==> config.mk <==
export PLATFORM = sky130hd
export DESIGN_NAME = ulpb_rx_responder
export DESIGN_NICKNAME = d
export VERILOG_FILES = /design/src/rtl/ulpb_rx_responder.sv
export SDC_FILE = /design/constraint.sdc
export NUM_CORES = 1
export LEC_CHECK = 0
export BUFFER_PORTS_ARGS = -buffer_cell sky130_fd_sc_hd__buf_2
export CAP_MARGIN = 20
export CORE_ASPECT_RATIO = 1.2
export CORE_MARGIN = 2
export CORE_UTILIZATION = 59
export CTS_CLUSTER_DIAMETER = 40
export DETAILED_ROUTE_END_ITERATION = 8
export GPL_TIMING_DRIVEN = 0
export PLACE_DENSITY = 0.76
export REMOVE_ABC_BUFFERS = 1
export SETUP_SLACK_MARGIN = 0.3
export SLEW_MARGIN = 10
export SYNTH_ARGS = -nofsm -noshare
export SYNTH_HDL_FRONTEND = slang
export SYNTH_SLANG_ARGS = --single-unit
==> constraint.sdc <==
create_clock -name CLK -period 10.75 [get_ports CLK]
set_input_delay 0.5375 -clock CLK [delete_from_list [all_inputs] [get_ports CLK]]
set_output_delay 0.5375 -clock CLK [all_outputs]
set_load 0.03 [all_outputs]
==> src/rtl/ulpb_rx_responder.sv <==
// ULPB receive responder: 4-phase word handshake into a message buffer
// that only exposes words once their whole message has arrived.
module ulpb_rx_responder #(
    parameter int ADDR_WIDTH = 8,
    parameter int DATA_WIDTH = 32,
    parameter int DEPTH      = 8
) (
    input  logic                  CLK,
    input  logic                  RESETn,
    input  logic [ADDR_WIDTH-1:0] RX_ADDR,
    input  logic [DATA_WIDTH-1:0] RX_DATA,
    input  logic                  RX_REQ,
    input  logic                  RX_PEND,
    input  logic                  RX_FAIL,
    output logic                  RX_ACK,
    output logic [ADDR_WIDTH-1:0] MSG_ADDR,
    output logic [DATA_WIDTH-1:0] MSG_DATA,
    output logic                  MSG_LAST,
    output logic                  MSG_VALID,
    input  logic                  MSG_POP,
    output logic                  MSG_DROP,
    output logic                  OVERFLOW,
    input  logic                  OVF_CLR
);
    localparam int IW = $clog2(DEPTH);
    localparam int PW = IW + 1;

    typedef enum logic [2:0] {
        IDLE, STALL, ACK, FAIL_ACK, DISCARD
    } state_t;

    state_t state_q, state_d;

    logic [1:0]    req_sync_q, fail_sync_q;
    logic          req_s, fail_s;
    logic [PW-1:0] wr_q, wr_d, cm_q, cm_d, rd_q, rd_d;
    logic [PW-1:0] used, unc;
    logic          has_free, unc_full;
    logic          ack_q, ack_d, drop_q, drop_d;
    logic          ovf_q, ovf_d, disc_q, disc_d;
    logic          last_q, last_d;
    logic          push, rollback, ovf_set, pop;

    logic [ADDR_WIDTH-1:0] mem_a [DEPTH];
    logic [DATA_WIDTH-1:0] mem_d [DEPTH];
    logic                  mem_l [DEPTH];

    assign req_s    = req_sync_q[1];
    assign fail_s   = fail_sync_q[1];
    assign used     = wr_q - rd_q;
    assign unc      = wr_q - cm_q;
    assign has_free = used < PW'(DEPTH);
    assign unc_full = unc == PW'(DEPTH);

    always_ff @(posedge CLK or negedge RESETn) begin
        if (!RESETn) state_q <= IDLE;
        else         state_q <= state_d;
    end

    always_comb begin
        state_d = state_q;
        unique case (state_q)
            IDLE: begin
                if (fail_s)          state_d = FAIL_ACK;
                else if (req_s) begin
                    if (has_free)       state_d = ACK;
                    else if (!unc_full) state_d = STALL;
                    else                state_d = DISCARD;
                end
            end
            STALL: begin
                if (fail_s)        state_d = FAIL_ACK;
                else if (has_free) state_d = ACK;
            end
            // a discarded word returns to DISCARD unless it ended the message
            ACK: begin
                if (!req_s)
                    state_d = (disc_q && !last_q) ? DISCARD : IDLE;
            end
            FAIL_ACK: if (!fail_s) state_d = IDLE;
            DISCARD: begin
                if (fail_s)     state_d = FAIL_ACK;
                else if (req_s) state_d = ACK;
            end
            default: state_d = IDLE;
        endcase
    end

    always_comb begin
        push     = 1'b0;
        rollback = 1'b0;
        ovf_set  = 1'b0;
        drop_d   = 1'b0;
        disc_d   = disc_q;
        last_d   = last_q;
        unique case (state_q)
            IDLE, STALL: begin
                push = (state_d == ACK);
                if (state_d == DISCARD) begin
                    ovf_set  = 1'b1;
                    rollback = 1'b1;
                    disc_d   = 1'b1;
                end
            end
            ACK: begin
                if (state_d == IDLE && disc_q) begin
                    drop_d = 1'b1;
                    disc_d = 1'b0;
                end
            end
            DISCARD: if (state_d == ACK) last_d = ~RX_PEND;
            default: ;
        endcase
        if (state_d == FAIL_ACK && state_q != FAIL_ACK) begin
            rollback = 1'b1;
            drop_d   = (unc != '0);
            disc_d   = 1'b0;
        end
        ack_d = (state_d == ACK) || (state_d == FAIL_ACK);
        ovf_d = ovf_set || (ovf_q && !OVF_CLR);
    end

    assign pop = MSG_POP && (cm_q != rd_q);

    always_comb begin
        wr_d = wr_q;
        cm_d = cm_q;
        rd_d = rd_q;
        if (push) begin
            wr_d = wr_q + 1'b1;
            if (!RX_PEND) cm_d = wr_q + 1'b1;
        end
        if (rollback) wr_d = cm_q;
        if (pop)      rd_d = rd_q + 1'b1;
    end

    always_ff @(posedge CLK or negedge RESETn) begin
        if (!RESETn) begin
            req_sync_q  <= '0;
            fail_sync_q <= '0;
            wr_q        <= '0;
            cm_q        <= '0;
            rd_q        <= '0;
            ack_q       <= 1'b0;
            drop_q      <= 1'b0;
            ovf_q       <= 1'b0;
            disc_q      <= 1'b0;
            last_q      <= 1'b0;
        end else begin
            req_sync_q  <= {req_sync_q[0], RX_REQ};
            fail_sync_q <= {fail_sync_q[0], RX_FAIL};
            wr_q        <= wr_d;
            cm_q        <= cm_d;
            rd_q        <= rd_d;
            ack_q       <= ack_d;
            drop_q      <= drop_d;
            ovf_q       <= ovf_d;
            disc_q      <= disc_d;
            last_q      <= last_d;
        end
    end

    always_ff @(posedge CLK) begin
        if (push) begin
            mem_a[wr_q[IW-1:0]] <= RX_ADDR;
            mem_d[wr_q[IW-1:0]] <= RX_DATA;
            mem_l[wr_q[IW-1:0]] <= ~RX_PEND;
        end
    end

    assign RX_ACK    = ack_q;
    assign MSG_DROP  = drop_q;
    assign OVERFLOW  = ovf_q;
    assign MSG_VALID = (cm_q != rd_q);
    assign MSG_ADDR  = mem_a[rd_q[IW-1:0]];
    assign MSG_DATA  = mem_d[rd_q[IW-1:0]];
    assign MSG_LAST  = mem_l[rd_q[IW-1:0]];
endmodule

---- Yosys cells after proc, flatten, opt, wreduce, memory -nomap -nowiden ----
Memories as Yosys holds them, arrays and structs flattened.
Index checks and enable logic that the tools add are counted.
operators by class
  add/subtract/negate cells ............... 4
  $mul .................................... 0
  div/mod/pow operators ................... 0
  $lt $le $gt $ge ......................... 1
  equality and inequality tests ........... 12
  shifts and indexed selects .............. 0
  muxes and demuxes ....................... 27
  bitwise operators ....................... 1
  reduce and logical (&&, ||, !) cells .... 18
operator list
  cell                   count
  $mux W3                11
  $pmux W3 S5            1
  $eq A3 B2 Y1 const B   4
  $mux W1                12
  $add A4 B1 Y4 const B  2
  $mux W4                2
  $sub A4 B4 Y4          2
  $eq A3 B3 Y1 const B   2
  $logic_not A3 Y1       2
  $ne A3 B3 Y1 const B   2
  $logic_and A1 B1 Y1    5
  $eq A4 B4 Y1 const B   1
  $lt A4 B4 Y1 const B   1
  $ne A4 B4 Y1           1
  $reduce_and A2 Y1      2
  $reduce_bool A4 Y1     1
  $eq A3 B1 Y1 const B   1
  $ne A3 B2 Y1 const B   1
  $reduce_and A3 Y1      1
  $reduce_bool A3 Y1     1
  $logic_not A1 Y1       2
  $logic_or A1 B1 Y1     2
  $pmux W1 S2            1
  $reduce_bool A2 Y1     1
  2 further kinds        2
storage, ports and cells
  flip-flop bits (word level) ............. 24
  latch bits .............................. 0
  RAM bits ................................ 328
  ROM bits ................................ 0
  bits of input ports ..................... 47
  logic and storage cells ................. 77
  memories kept ........................... 3
memory list
  memory  depth  bits a word  rd ports  clocked after Yosys merged registers in  wr ports  RTL line  source
  mem_d   8      32           1         0                                        1         45        logic [DATA_WIDTH-1:0] mem_d [DEPTH];
  mem_a   8      8            1         0                                        1         44        logic [ADDR_WIDTH-1:0] mem_a [DEPTH];
  mem_l   8      1            1         0                                        1         46        logic mem_l [DEPTH];

---- Logic depth before layout (Yosys ltp) ----
Gate-level depths: netlist of run 1.
  word-level depth ........................ 12
  gate-level depth with buffers ........... 11
  depth with buffers taken out ............ 8

---- Least setup slack after synthesis of run 1 ----
Ideal clock, no wire load.
  path type ............................... register to register
  from .................................... reg rd_q[1]
  to ...................................... mem mem_a[0][0], enable pin
  library setup time ...................... 0.542 ns
  arrival time ............................ 6.233 ns
  data required time ...................... 10.208 ns
  slack ................................... 3.975 ns
  cell stages (with the launch flop) ...... 11
  cell sequence ........................... dfrtp_1 > buf_1 > clkbuf_1 > inv_1 > ha_1 > nand2_1 > o2111a_1 > a211oi_4 > o21ai_2 > clkbuf_8 > nor4_1
between the ends
  word-level cells in the longest chain between the ends .. 10
ends and longest elaborated chain
  what                               RTL line  source
  start: declaration                 36        logic [PW-1:0] wr_q, wr_d, cm_q, cm_d, rd_q, rd_d;
  start signal: assignment           154       rd_q <= rd_d;
  $sub A4 B4 Y4 (*)                  50        assign used = wr_q - rd_q;
  $lt A4 B4 Y1 (*)                   52        assign has_free = used < PW'(DEPTH);
  $mux W3                            66        if (has_free) state_d = ACK;
  $mux W3                            65        else if (req_s) begin
  $mux W3                            64        if (fail_s) state_d = FAIL_ACK;
  $pmux W3 S5 (*)                    62        unique case (state_q)
  $eq A3 B2 Y1 (*)                   98        push = (state_d == ACK);
  $mux W1 (*)                        96        unique case (state_q)
  $mux W1 (*)                        164       if (push) begin
  $mux W1 (implied by the code) (*)  165       mem_a[wr_q[IW-1:0]] <= RX_ADDR;
  end: declaration                   44
Every way passes the cells marked *; elsewhere a longest branch is shown, timed or not.

---- Final worst setup path of run 1 ----
  from .................................... reg rd_q[2]
  to ...................................... mem mem_d[4][25], enable pin
between the ends
  word-level cells in the longest chain between the ends .. 10
ends and longest elaborated chain
  what                               RTL line  source
  $sub A4 B4 Y4 (*)                  50
  $lt A4 B4 Y1 (*)                   52
  $mux W3                            66
  $mux W3                            65
  $mux W3                            64
  $pmux W3 S5 (*)                    62
  $eq A3 B2 Y1 (*)                   98
  $mux W1 (*)                        96
  $mux W1 (*)                        164
  $mux W1 (implied by the code) (*)  166       mem_d[wr_q[IW-1:0]] <= RX_DATA;
  end: declaration                   45
Marks and branches as above.

==> results summary, run 1 <==
Summing the areas of all compound-gate instances in the mapped netlist gives 1.29% of the synthesized area. After synthesis, the largest area contributor takes up 71.5% of total cell area. The HPWL after detailed placement is 18.7 mm. The sequential element share of the synthesized area came out at 75.9%. The non-filler instance count after layout came out at 1,207.

92 I/O pins were placed. The average cell area after synthesis came out at 19.6 µm². The setup total negative slack came out at 0 ps. The most used flip-flop cell after synthesis is sky130_fd_sc_hd__edfxtp_1. The via count came out at 7,170. The number of levels in the clock H-tree is 2. TritonCTS built the clock tree. Of the total synthesized cell area, the portion taken by full adders, half adders and majority gates is 0.636%. Counting every instance in the synthesized netlist gives 704.

The arrival time at the worst endpoint is 5170 ps. The total power divided by cell area is 294 mW/mm². The achievable frequency came out at 0.201 GHz.

The weighted congestion reported at the end of routability-driven placement is 0.845. The global-route wire length before repair came out at 43.2 mm. The remaining max-slew budget at the tightest pin came out at 30.7%. The global-route usage over all layers is 24.0%. Using the TritonRoute via totals, the vias-per-cell ratio works out to 5.94.

The run finished with clean final reports. The core region area came out at 0.0230 mm². The count of unique library cells instantiated by Yosys came out at 50. The max-cap violation count came out at 0. The largest total area in the synthesized netlist belongs to sky130_fd_sc_hd__edfxtp_1. The total number of clock tree sinks came out at 352. The internal portion of the total power is 3110 µW. The clock tree root driver cell is sky130_fd_sc_hd__clkbuf_16.

Hold timing on the final database bottoms out at a slack of 16.5 ps. Measured against the total synthesized area, the mux share comes to 14.3%. The clock transition time at the flip-flop clock pins of the worst setup and hold paths came out at 60 ps.

The fraction of final layout cells with drive strength greater than 1 came out at 35.7%. The final-report max-slew violation count came out at 0. Sequential cells burn 39.7% of the power. The total CTS buffers came out at 36. The logic gate share of total power came out at 36.3%. The share of total power dissipated in the clock network is 24.0%.

In this run the tool buffered the top-level ports with 91 buffer cells. The floorplan die width came out at 143 µm. The insertion delay of the later-clocked pin in the worst-skew pair is 510 ps. After synthesis, the largest family of logic cells by area is multiplexers. Between clock sinks in the finished design, the worst skew comes to 19.0 ps. The violation count after the first detailed-routing iteration is 657. The number of antenna violations at the first check in global routing is 3. The per-cell routed wire length came out at 23.7 µm. The number of warning messages in the yosys log came out at 0. The setup path with the least slack is of type reg2reg.

In this run the worst hold path is classified as in2async. By count the netlist is led by 328 x sky130_fd_sc_hd__edfxtp_1, 131 x sky130_fd_sc_hd__nand2_1, 82 x sky130_fd_sc_hd__mux4_2. The remaining global-route overflow is 0. Among all cell types in the netlist, the one instantiated most often is sky130_fd_sc_hd__edfxtp_1. The analysis attributes to net switching a power of 1670 µW. The initial cell density of the core is 59.8%. In this run, placement finished with an instance count of 1,142.

The switching power share of the total is 34.9%. The maximum count of clock buffers along a single path came out at 3. The startpoint kind of the worst setup timing path is a flip-flop.

The fraction of synthesis flops using an asynchronous set or reset pin is 6.82%. The count of buffers added by post-CTS timing repair for setup is 0. The number of rows created at floorplan came out at 61.

In this run, post-CTS repair resized a total of 0 instances. Entering global routing, the biggest net connects 46 pins. The clock period could shrink to 4960 ps. The final critical-path share of the clock period is 46.2%. The worst ir drop on vdd came out at 0.228 mV.

The area enclosed by the die boundary is 0.0246 mm². The total iterations of the first detailed-routing run is 5. The basic-gate share of the synthesized area counting and, or, nand and nor cells is 5.39%.

The worst setup path is captured at a flip-flop. Setup repair after global routing left no endpoint under its margin. Ranked by total cell area, the synthesized netlist is headed by sky130_fd_sc_hd__edfxtp_1 71%, sky130_fd_sc_hd__mux4_2 13%, sky130_fd_sc_hd__dfrtp_1 4.4%, sky130_fd_sc_hd__nand2_1 3.6%, sky130_fd_sc_hd__xnor2_1 0.95%.

For the pin with the worst max-slew slack, the measured transition is 1030 ps. Of the total synthesized cell area, the portion taken by XOR and XNOR cells is 1.02%. The number of filler cells placed in the layout came out at 1,410. The number of nets in the finished design is 919. The count of endpoints failing hold in the final timing report came out at 0. The antenna violation net count after detailed routing came out at 0. The area of the mapped netlist came out at 0.0138 mm². The DRC violation count after routing is 0.

The number of setup violations in the final report is 0. The static leakage power is 0.00576 µW. Yosys mapped a number of flops with a built-in enable equal to 328. The count of hold buffers inserted by post-cts repair came out at 0. After synthesis the netlist holds a flip-flop and latch count of 352. The worst endpoint required time is 10,960 ps.

The via count of the first global-routing pass came out at 7,429. The y dimension of the die is 171 µm. The worst-path maximum fanout is 25. The aggregate routed wire length came out at 28.5 mm.

The post-synthesis to final-layout area growth came out at 17.9%.
cell families (layout without fill, tap and decap cells):
kind of cell	count (synthesis)	count (layout)
AOI/OAI and AO/OA	21	21
buffers and inverters	44	229
muxes	93	93
xor gates and xnor gates	16	16
DFF	352	352
and+or+nand+nor	171	171
adders and majority gates	7	7
other	0	3
registers in the layout, indices dropped and copies added (netlist names), 2 cells and up:
name         cells
rd_q             4
mem_l            8
wr_q             4
mem_a           64
cm_q             4
req_sync_q       2
fail_sync_q      2
state_q          3
mem_d          256
layer usage:
layer | track usage [%] | part of all wire, %
met1 | 34.8 | 39
met2 | 38.6 | 50
met3 | 4.06 | 8.0
met4 | 7.20 | 2.1
met5 | 0 | 0.095
path summary, 6_finish.rpt:
| check | startpoint | cells after the start | end | slack [ps] |
|---|---|---|---|---|
| max reg2reg | rd_q[2] | 13 | mem_d[4][25] | 5790 |
| min | RESETn | 1 | rd_q[3] | 20 |
| max in group asynchronous | RESETn | 1 | rd_q[1] | 10310 |
| min in group CLK | RX_FAIL | 1 | fail_sync_q[0] | 150 |
| min reg2reg | fail_sync_q[0] | 0 | fail_sync_q[1] | 350 |
| max | rd_q[2] | 13 | mem_d[4][25] | 5790 |
through the flow:
stage	utilization [%]	instance area [µm²]	setup slack [ps]	total power (µW)
final	70.5	16200	5790	4770
after global routing	70.5	16200	5550	4990
after global placement	62.7	14500	-4230	3590
after CTS	70.5	16200	5770	4800
after detailed placement	65.7	15100	5820	3650
after floorplan	-	13600	1850	3110
worst max-delay path, stage by stage (launching register included):
cell	delay, ps
sky130_fd_sc_hd__dfrtp_2	760
sky130_fd_sc_hd__buf_12	280
sky130_fd_sc_hd__clkinv_2	370
sky130_fd_sc_hd__buf_12	320
sky130_fd_sc_hd__ha_1	300
sky130_fd_sc_hd__a21oi_1	260
sky130_fd_sc_hd__o21ai_4	140
sky130_fd_sc_hd__a211oi_4	330
sky130_fd_sc_hd__o21ai_2	290
sky130_fd_sc_hd__nor4_2	840
sky130_fd_sc_hd__buf_6	250
sky130_fd_sc_hd__buf_6	140
sky130_fd_sc_hd__buf_4	170
sky130_fd_sc_hd__buf_4	180
cell type report:
cell class / instances / area (µm²) / share of cell area, %
sequential: 352 / 10500 / 64.4
timing repair buffer: 156 / 1080 / 6.68
clock inverter: 18 / 133 / 0.816
clock buffer: 44 / 962 / 5.92
multi-input combinational: 308 / 3160 / 19.5
tap: 315 / 394 / 2.43
antenna: 3 / 7.51 / 0.0462
inverter: 11 / 42.5 / 0.262
cells in the final DEF, fill, tap and decap left out, types with 2 or more instances in the layout:
cell type,count
sky130_fd_sc_hd__xnor2_1,15
sky130_fd_sc_hd__buf_2,92
sky130_fd_sc_hd__nor2_1,7
sky130_fd_sc_hd__nand3b_1,2
sky130_fd_sc_hd__clkbuf_1,6
sky130_fd_sc_hd__clkbuf_16,37
sky130_fd_sc_hd__nor4_2,7
sky130_fd_sc_hd__clkinvlp_4,2
sky130_fd_sc_hd__clkinv_2,8
sky130_fd_sc_hd__and2_2,2
sky130_fd_sc_hd__nand2b_1,4
sky130_fd_sc_hd__buf_16,5
sky130_fd_sc_hd__nand3_1,2
sky130_fd_sc_hd__buf_6,5
sky130_fd_sc_hd__nor4_1,2
sky130_fd_sc_hd__mux2i_1,5
sky130_fd_sc_hd__nand2_1,131
sky130_fd_sc_hd__inv_1,10
sky130_fd_sc_hd__ha_1,7
sky130_fd_sc_hd__dfrtp_4,2
sky130_fd_sc_hd__o21ai_0,4
sky130_fd_sc_hd__clkinv_4,2
sky130_fd_sc_hd__mux4_2,82
sky130_fd_sc_hd__dfrtp_1,21
sky130_fd_sc_hd__a21oi_1,4
sky130_fd_sc_hd__mux2_2,6
sky130_fd_sc_hd__buf_4,52
sky130_fd_sc_hd__clkinv_1,4
sky130_fd_sc_hd__diode_2,3
sky130_fd_sc_hd__nand4_1,2
sky130_fd_sc_hd__buf_12,2
sky130_fd_sc_hd__edfxtp_1,328
power by group through the flow:
stage / clock network, µW / logic [µW] / registers [µW]
after global routing: 1210 / 1860 / 1920
after CTS: 1160 / 1750 / 1900
final: 1150 / 1730 / 1900
after detailed placement: 0 / 1720 / 1930
after global placement: 0 / 1520 / 2070
after floorplan: 0 / 1140 / 1970
No activity file was read; power rests on OpenSTA's default activity.
==> run 2: changes to the inputs <==
==> constraint.sdc (replaced) <==
create_clock -name CLK -period 4.6 [get_ports CLK]
set_input_delay 0.23 -clock CLK [delete_from_list [all_inputs] [get_ports CLK]]
set_output_delay 0.23 -clock CLK [all_outputs]
set_load 0.03 [all_outputs]
==> run 2 against run 1 <==
Final cell count up 3.8%. First-iteration DRC count is 3.3% higher. Maximum frequency is 21% higher. Hold slack got worse by 4.1 ps. Flip-flop and latch count did not move. Largest cell class unchanged. Highest routed layer is now met4.
==> results summary, run 2 (same netlist as run 1, synthesis figures left out) <==
The flow ran to the end, and the final reports show no timing, DRC or antenna violations. STA classifies the critical path startpoint as a flip-flop. The achievable frequency came out at 0.244 GHz (+21%). The post-synthesis to final-layout area growth came out at 21.7%. The max-cap violation count is 0 (unchanged). The weighted congestion reported at the end of routability-driven placement is 0.845 (unchanged). The number of cells traversed by the worst register-to-register path is 12 (-1).

Counting instances, the worst hold path has a depth of 1. The remaining global-route overflow came out at 0 (unchanged). The final critical-path share of the clock period is 89.1% (+43 points). The type of destination of the critical path is a flip-flop. The static leakage power came to 0.00599 µW (+3.9%).

The cell area reported after detailed placement was 0.0151 mm² (unchanged). The most common cell after layout, fill and taps aside is sky130_fd_sc_hd__edfxtp_1. The number of antenna violations at the first check in global routing is 0 (-3). The via density per instance is 5.98 (+0.70%).

The type of the worst setup path is reg2reg. The worst-path maximum fanout came out at 25 (unchanged). The insertion delay of the later-clocked pin in the worst-skew pair is 500 ps (about the same).

The global-route wire length before repair is 44.8 mm (+3.7%). The antenna violation net count after detailed routing came to 0 (unchanged). The post-route minimum period is 4100 ps (-868 ps).

The maximum count of clock buffers along a single path is 3 (unchanged). The sum of internal, switching and leakage power is 11,400 µW (+140%). The worst hold slack across all endpoints was 12.4 ps (-4.15 ps). The number of placed I/O pins is 92 (unchanged). The initial cell density of the core is 59.8% (unchanged). Setup repair after global routing left no endpoint under its margin. The area enclosed by the die boundary is 0.0246 mm² (unchanged). The violation count after the first detailed-routing iteration came to 679 (+3.3%). The worst endpoint required time is 4810 ps (-6150 ps). The via count of the first global-routing pass came out at 7,768 (+4.6%). The per-cell routed wire length is 23.6 µm (-0.39%). The y dimension of the die came out at 171 µm (unchanged). The number of flip-flops in the largest register was 256 (unchanged). The post-DP HPWL came out at 18.7 mm (unchanged). The number of antenna cells inserted came out at 0 (-3). The remaining max-slew budget at the tightest pin is 55.7% (+25 points). The final setup slack of the worst path was 503 ps (-5280 ps). The count of endpoints failing hold in the final timing report is 0 (unchanged).

The number of levels in the clock H-tree is 2 (unchanged). The core region area is 0.0230 mm² (unchanged). The worst ir drop on vdd came out at 0.558 mV (+140%). The worst slack at placement was -335 ps (-6150 ps).

The count of port buffers added during placement came out at 91 (unchanged). The aggregate routed wire length is 29.5 mm (+3.4%). The arrival time at the worst endpoint came out at 4300 ps (-870 ps). The total CTS buffers is 36 (unchanged). The cell area after layout is 0.0168 mm² (+3.2%). The fraction of final layout cells with drive strength greater than 1 was 35.0% (-0.69 points). The worst setup skew after layout came out at 12.8 ps (-6.20 ps). The clock transition time at the flip-flop clock pins of the worst setup and hold paths is 60 ps (about the same).

TritonCTS built the clock tree. The total iterations of the first detailed-routing run came to 7 (+2). The setup total negative slack is 0 ps (unchanged). The global-route usage over all layers was 24.9% (+0.82 points). The total number of clock tree sinks came to 352 (unchanged). The floorplan die width came out at 143 µm (unchanged). The total power divided by cell area is 679 mW/mm² (+130%). The via count is 7,495 (+4.5%). The DRC violation count after routing is 0 (unchanged). The slew at the pin closest to its max-slew limit came to 665 ps (-367 ps). The min-delay analysis places its worst path in the category in2reg. The number of setup violations in the final report came to 0 (unchanged).

The final-report max-slew violation count is 0 (unchanged). The number of nets in the finished design is 968 (+5.3%). The top cell types in the final layout, fill and taps aside, are 328 x sky130_fd_sc_hd__edfxtp_1, 131 x sky130_fd_sc_hd__nand2_1, 92 x sky130_fd_sc_hd__buf_2. The root buffer cell chosen for the clock tree is sky130_fd_sc_hd__clkbuf_16. The pin count of the biggest net entering global routing came out at 46 (unchanged). The number of rows created at floorplan came out at 61 (unchanged).
-- run 2: cell types whose count changed in the layout (fill, tap and decap cells not counted), moves of 3 or more --
| cell | delta |
|---|---|
| sky130_fd_sc_hd__diode_2 | -3 |
| sky130_fd_sc_hd__dlygate4sd3_1 | +38 |
| sky130_fd_sc_hd__buf_4 | +10 |
| sky130_fd_sc_hd__nor4_2 | -5 |
| sky130_fd_sc_hd__nor4_4 | +5 |
-- run 2: layout make-up --
cell class,count,area (µm²)
Sequential cell,352,10500
Fill cell,1352,6290
Multi-Input combinational cell,308,3220
Timing Repair Buffer,205,1550
Clock buffer,44,962
Tap cell,315,394
Clock inverter,18,133
Inverter,11,46.3
-- run 2: repair_timing --
| item | 4_1_cts | 5_1_grt |
|---|---|---|
| hold endpoints to repair | 295 | 0 |
| setup buffers | 5 | 6 |
| resized for setup | 8 | 0 |
| pin swaps | 3 | 0 |
| hold buffers | 38 | 0 |
| endpoints found under the setup margin | 242 | 30 |
-- run 2: where the power goes --
| part | internal [µW] | switching [µW] |
|---|---|---|
| logic | 1770 | 2490 |
| clock network | 1550 | 1130 |
| registers | 4040 | 393 |
| total | 7370 | 4010 |
-- run 2: worst max-delay path, cell delays in order, from the launching register on --
cell                       delay, ps
sky130_fd_sc_hd__dfrtp_4         580
sky130_fd_sc_hd__buf_12          240
sky130_fd_sc_hd__clkinv_4        220
sky130_fd_sc_hd__buf_12          240
sky130_fd_sc_hd__ha_1            310
sky130_fd_sc_hd__a21oi_1         300
sky130_fd_sc_hd__o21ai_4         150
sky130_fd_sc_hd__a211oi_4        380
sky130_fd_sc_hd__o21ai_4         230
sky130_fd_sc_hd__buf_4           200
sky130_fd_sc_hd__nor2_4          500
sky130_fd_sc_hd__buf_16          250
sky130_fd_sc_hd__buf_16          180
-- run 2: per-stage QoR --
step                util [%]  std cells
floorplan                  -        671
global placement        62.7       1077
detailed placement      65.7       1142
CTS                     72.5       1247
global route            72.7       1253
finish                  72.7       1253
-- run 2: path summary, 6_finish.rpt --
check                               start        endpoint  slack [ps]
setup / recovery                  rd_q[2]     mem_d[7][3]         500
hold / removal                RX_DATA[29]    mem_d[3][29]          10
setup reg to reg                  rd_q[2]     mem_d[7][3]         500
hold reg to reg            fail_sync_q[0]  fail_sync_q[1]         350
max in group asynchronous          RESETn         rd_q[1]        3930
min in group asynchronous          RESETn         rd_q[3]         250
-- run 2: routing by layer --
layer	track usage, %	share of wire (%)	up-vias
li1	-	-	3203
met1	35.4	39	3885
met2	40.4	51	356
met5	0	0	-
met3	3.93	7.4	51
met4	8.06	2.6	0
==> run 3: changes to the inputs <==
--- a/config.mk
+++ b/config.mk
@@ -7,13 +7,15 @@
 export LEC_CHECK = 0
 export BUFFER_PORTS_ARGS = -buffer_cell sky130_fd_sc_hd__buf_2
 export CAP_MARGIN = 20
+export CELL_PAD_IN_SITES_DETAIL_PLACEMENT = 1
+export CELL_PAD_IN_SITES_GLOBAL_PLACEMENT = 1
 export CORE_ASPECT_RATIO = 1.2
 export CORE_MARGIN = 2
-export CORE_UTILIZATION = 59
+export CORE_UTILIZATION = 52
 export CTS_CLUSTER_DIAMETER = 40
 export DETAILED_ROUTE_END_ITERATION = 8
 export GPL_TIMING_DRIVEN = 0
-export PLACE_DENSITY = 0.76
+export PLACE_DENSITY = 0.77
 export REMOVE_ABC_BUFFERS = 1
 export SETUP_SLACK_MARGIN = 0.3
 export SLEW_MARGIN = 10
==> run 3 against run 2 <==
Worst setup slack lost 53 ps. Clock skew grew 5.9 ps. Critical path depth grew 1. Critical path type unchanged. Largest power group is now combinational logic.
==> results summary, run 3 (same netlist as run 1, synthesis figures left out) <==
The most common cell after layout, fill and taps aside is sky130_fd_sc_hd__edfxtp_1. The number of filler cells placed in the layout came out at 2,260 (+67%). The flow ran to the end, and the final reports show no timing, DRC or antenna violations.

The total iterations of the first detailed-routing run is 5 (-2). The root buffer cell chosen for the clock tree is sky130_fd_sc_hd__clkbuf_16. The fraction of the core area covered by cells at the end of the flow came out at 64.4% (-8.3 points). The via count of the first global-routing pass came out at 8,417 (+8.4%). The post-synthesis to final-layout area growth came out at 22.4%. Setup repair after global routing left no endpoint under its margin. The post-DP HPWL was 20.8 mm (+11%). The number of nets in the finished design is 965 (-0.31%). The type of the worst setup path is reg2reg. The combined area of the multi-input logic cells came out at 0.00323 mm² (+0.54%).

For this design, the slowest cell found on the critical path is sky130_fd_sc_hd__dfrtp_4. The number of antenna violations at the first check in global routing is 1 (+1). The DRC violation count after routing is 0 (unchanged). The number of setup violations in the final report is 0 (unchanged). The worst setup skew after layout came out at 18.7 ps (+5.89 ps).

The weighted congestion reported at the end of routability-driven placement is 0.757 (-10%). The count of port buffers added during placement is 91 (unchanged). The number of rows created at floorplan came out at 65 (+6.6%).

The floorplan die width came out at 153 µm (+6.3%). The total CTS buffers came to 36 (unchanged). The sum of internal, switching and leakage power is 11,800 µW (+3.3%). The final-report max-slew violation count came out at 0 (unchanged).

The per-cell routed wire length is 27.9 µm (+18%). TritonCTS built the clock tree. The remaining global-route overflow is 0 (unchanged). The global-route wire length before repair came out at 53.6 mm (+20%).

The fraction of final layout cells with drive strength greater than 1 came out at 35.2% (+0.21 points). The violation count after the first detailed-routing iteration came to 672 (-1.0%). The number of flip-flops in the largest register came to 256 (unchanged). The max-cap violation count is 0 (unchanged). The number of levels in the clock H-tree was 2 (unchanged).

The worst endpoint required time is 4810 ps (about the same). The aggregate routed wire length is 35.5 mm (+20%). The count of endpoints failing hold in the final timing report came out at 0 (unchanged). The final critical-path share of the clock period came out at 90.2% (+1.1 points).

The slew at the pin closest to its max-slew limit is 736 ps (+71.4 ps). The area occupied by registers is 0.0105 mm² (unchanged). The global-route usage over all layers came to 26.0% (+1.1 points). The final setup slack of the worst path came out at 451 ps (-52.7 ps). The cell area reported after detailed placement came out at 0.0152 mm² (about the same). The critical path goes through buf_16 -> inv_1 -> ha_1 -> nand2_1 -> o2111a_1 -> a211oi_4 -> o21ai_4 -> nor4_4 -> buf_4 -> buf_4 -> buf_2 -> buf_4 -> buf_6. The worst hold slack across all endpoints is 13.6 ps (+1.28 ps). The worst ir drop on vdd came out at 0.432 mV (-23%). The post-route minimum period came out at 4150 ps (+52.7 ps). The via density per instance is 5.95 (-0.53%). The worst slack at placement came out at -288 ps (+47.0 ps). The clock transition time at the flip-flop clock pins of the worst setup and hold paths came out at 60 ps (about the same). The antenna violation net count after detailed routing came out at 0 (unchanged). The via count is 7,580 (+1.1%). The most repeated library cell on the critical path is sky130_fd_sc_hd__buf_4. The delay of the slowest cell on the worst path came to 680 ps (+100 ps).

The achievable frequency came out at 0.241 GHz (-1.3%). The core region area is 0.0262 mm² (+14%). The maximum count of clock buffers along a single path came out at 3 (unchanged). The total power divided by cell area came out at 697 mW/mm² (+2.7%). The worst setup path is launched from a flip-flop. The worst path buffer plus inverter count came out at 7 (+1). The number of placed I/O pins was 92 (unchanged).

The total number of clock tree sinks was 352 (unchanged). The remaining max-slew budget at the tightest pin was 50.8% (-4.9 points). The worst min-delay path class is in2reg. The area enclosed by the die boundary came out at 0.0278 mm² (+13%). The cell family contributing the most delay on the critical path is buffers and inverters.

The top cell types in the final layout, fill and taps aside, are 328 x sky130_fd_sc_hd__edfxtp_1, 131 x sky130_fd_sc_hd__nand2_1, 98 x sky130_fd_sc_hd__buf_2. The pin count of the biggest net entering global routing is 49 (+6.5%). The worst-path maximum fanout was 48 (+92%). The initial cell density of the core is 52.6% (-7.2 points). The type of destination of the critical path is a flip-flop. The arrival time at the worst endpoint is 4360 ps (+60 ps). The y dimension of the die was 182 µm (+6.4%).

The cell area after layout came out at 0.0169 mm² (+0.61%). The insertion delay of the later-clocked pin in the worst-skew pair is 520 ps (+20 ps). The static leakage power is 0.00603 µW (+0.67%).
## run 3: repair_timing
action,in CTS,in global routing
resized for setup,9,1
hold endpoints to repair,300,0
pin swaps,5,0
endpoints found under the setup margin,225,47
buffers inserted,6,1
hold buffers,39,0
## run 3: final cells by class
| type | instances | share of cell area, % |
|---|---|---|
| sequential | 352 | 62.0 |
| multi-input combinational | 308 | 19.2 |
| timing repair buffer | 202 | 9.09 |
| clock buffer | 41 | 5.70 |
| tap | 335 | 2.49 |
| clock inverter | 24 | 1.26 |
| inverter | 11 | 0.260 |
| antenna | 1 | 0.0148 |
## run 3: per-layer routing
metal / routed length, µm / global-route usage (%) / vias up
met5: 0 / 0 / -
met4: 930 / 8.41 / 0
met3: 2170 / 4.13 / 71
met2: 18400 / 44.3 / 355
met1: 14100 / 34.9 / 3950
li1: - / - / 3204
## run 3: through the flow
stage / cells / TNS (ps)
after global placement: 1097 / -3380490
after detailed placement: 1162 / -7410
final: 1274 / 0
after floorplan: 671 / -1322800
after CTS: 1272 / 0
after global routing: 1274 / 0
## run 3: worst paths after layout
kind | from | end | slack, ps | cells after the start
worst max-delay path | rd_q[1] | mem_d[4][0] | 450 | 13
worst min-delay path | RX_DATA[24] | mem_d[5][24] | 10 | 1
worst max register to register | rd_q[1] | mem_d[4][0] | 450 | 13
worst min register to register | req_sync_q[0] | req_sync_q[1] | 350 | 0
max in group asynchronous | RESETn | rd_q[1] | 3900 | 2
min in group asynchronous | RESETn | rd_q[3] | 250 | 2
## run 3: worst register-to-register path: stages (launching register included)
cell and delay [ps]:
sky130_fd_sc_hd__dfrtp_4 680, sky130_fd_sc_hd__buf_16 320, sky130_fd_sc_hd__inv_1 140, sky130_fd_sc_hd__ha_1 300, sky130_fd_sc_hd__nand2_1 130, sky130_fd_sc_hd__o2111a_1 290, sky130_fd_sc_hd__a211oi_4 380, sky130_fd_sc_hd__o21ai_4 290
sky130_fd_sc_hd__nor4_4 400, sky130_fd_sc_hd__buf_4 230, sky130_fd_sc_hd__buf_4 170, sky130_fd_sc_hd__buf_2 190, sky130_fd_sc_hd__buf_4 190, sky130_fd_sc_hd__buf_6 160
## run 3: where the power goes
| group | total (µW) | internal [µW] | leakage, µW | switching (µW) |
|---|---|---|---|---|
| Sequential | 4410 | 4040 | 0.00325 | 365 |
| Combinational | 4430 | 1740 | 0.00220 | 2690 |
| Clock | 2920 | 1680 | 0.000580 | 1230 |
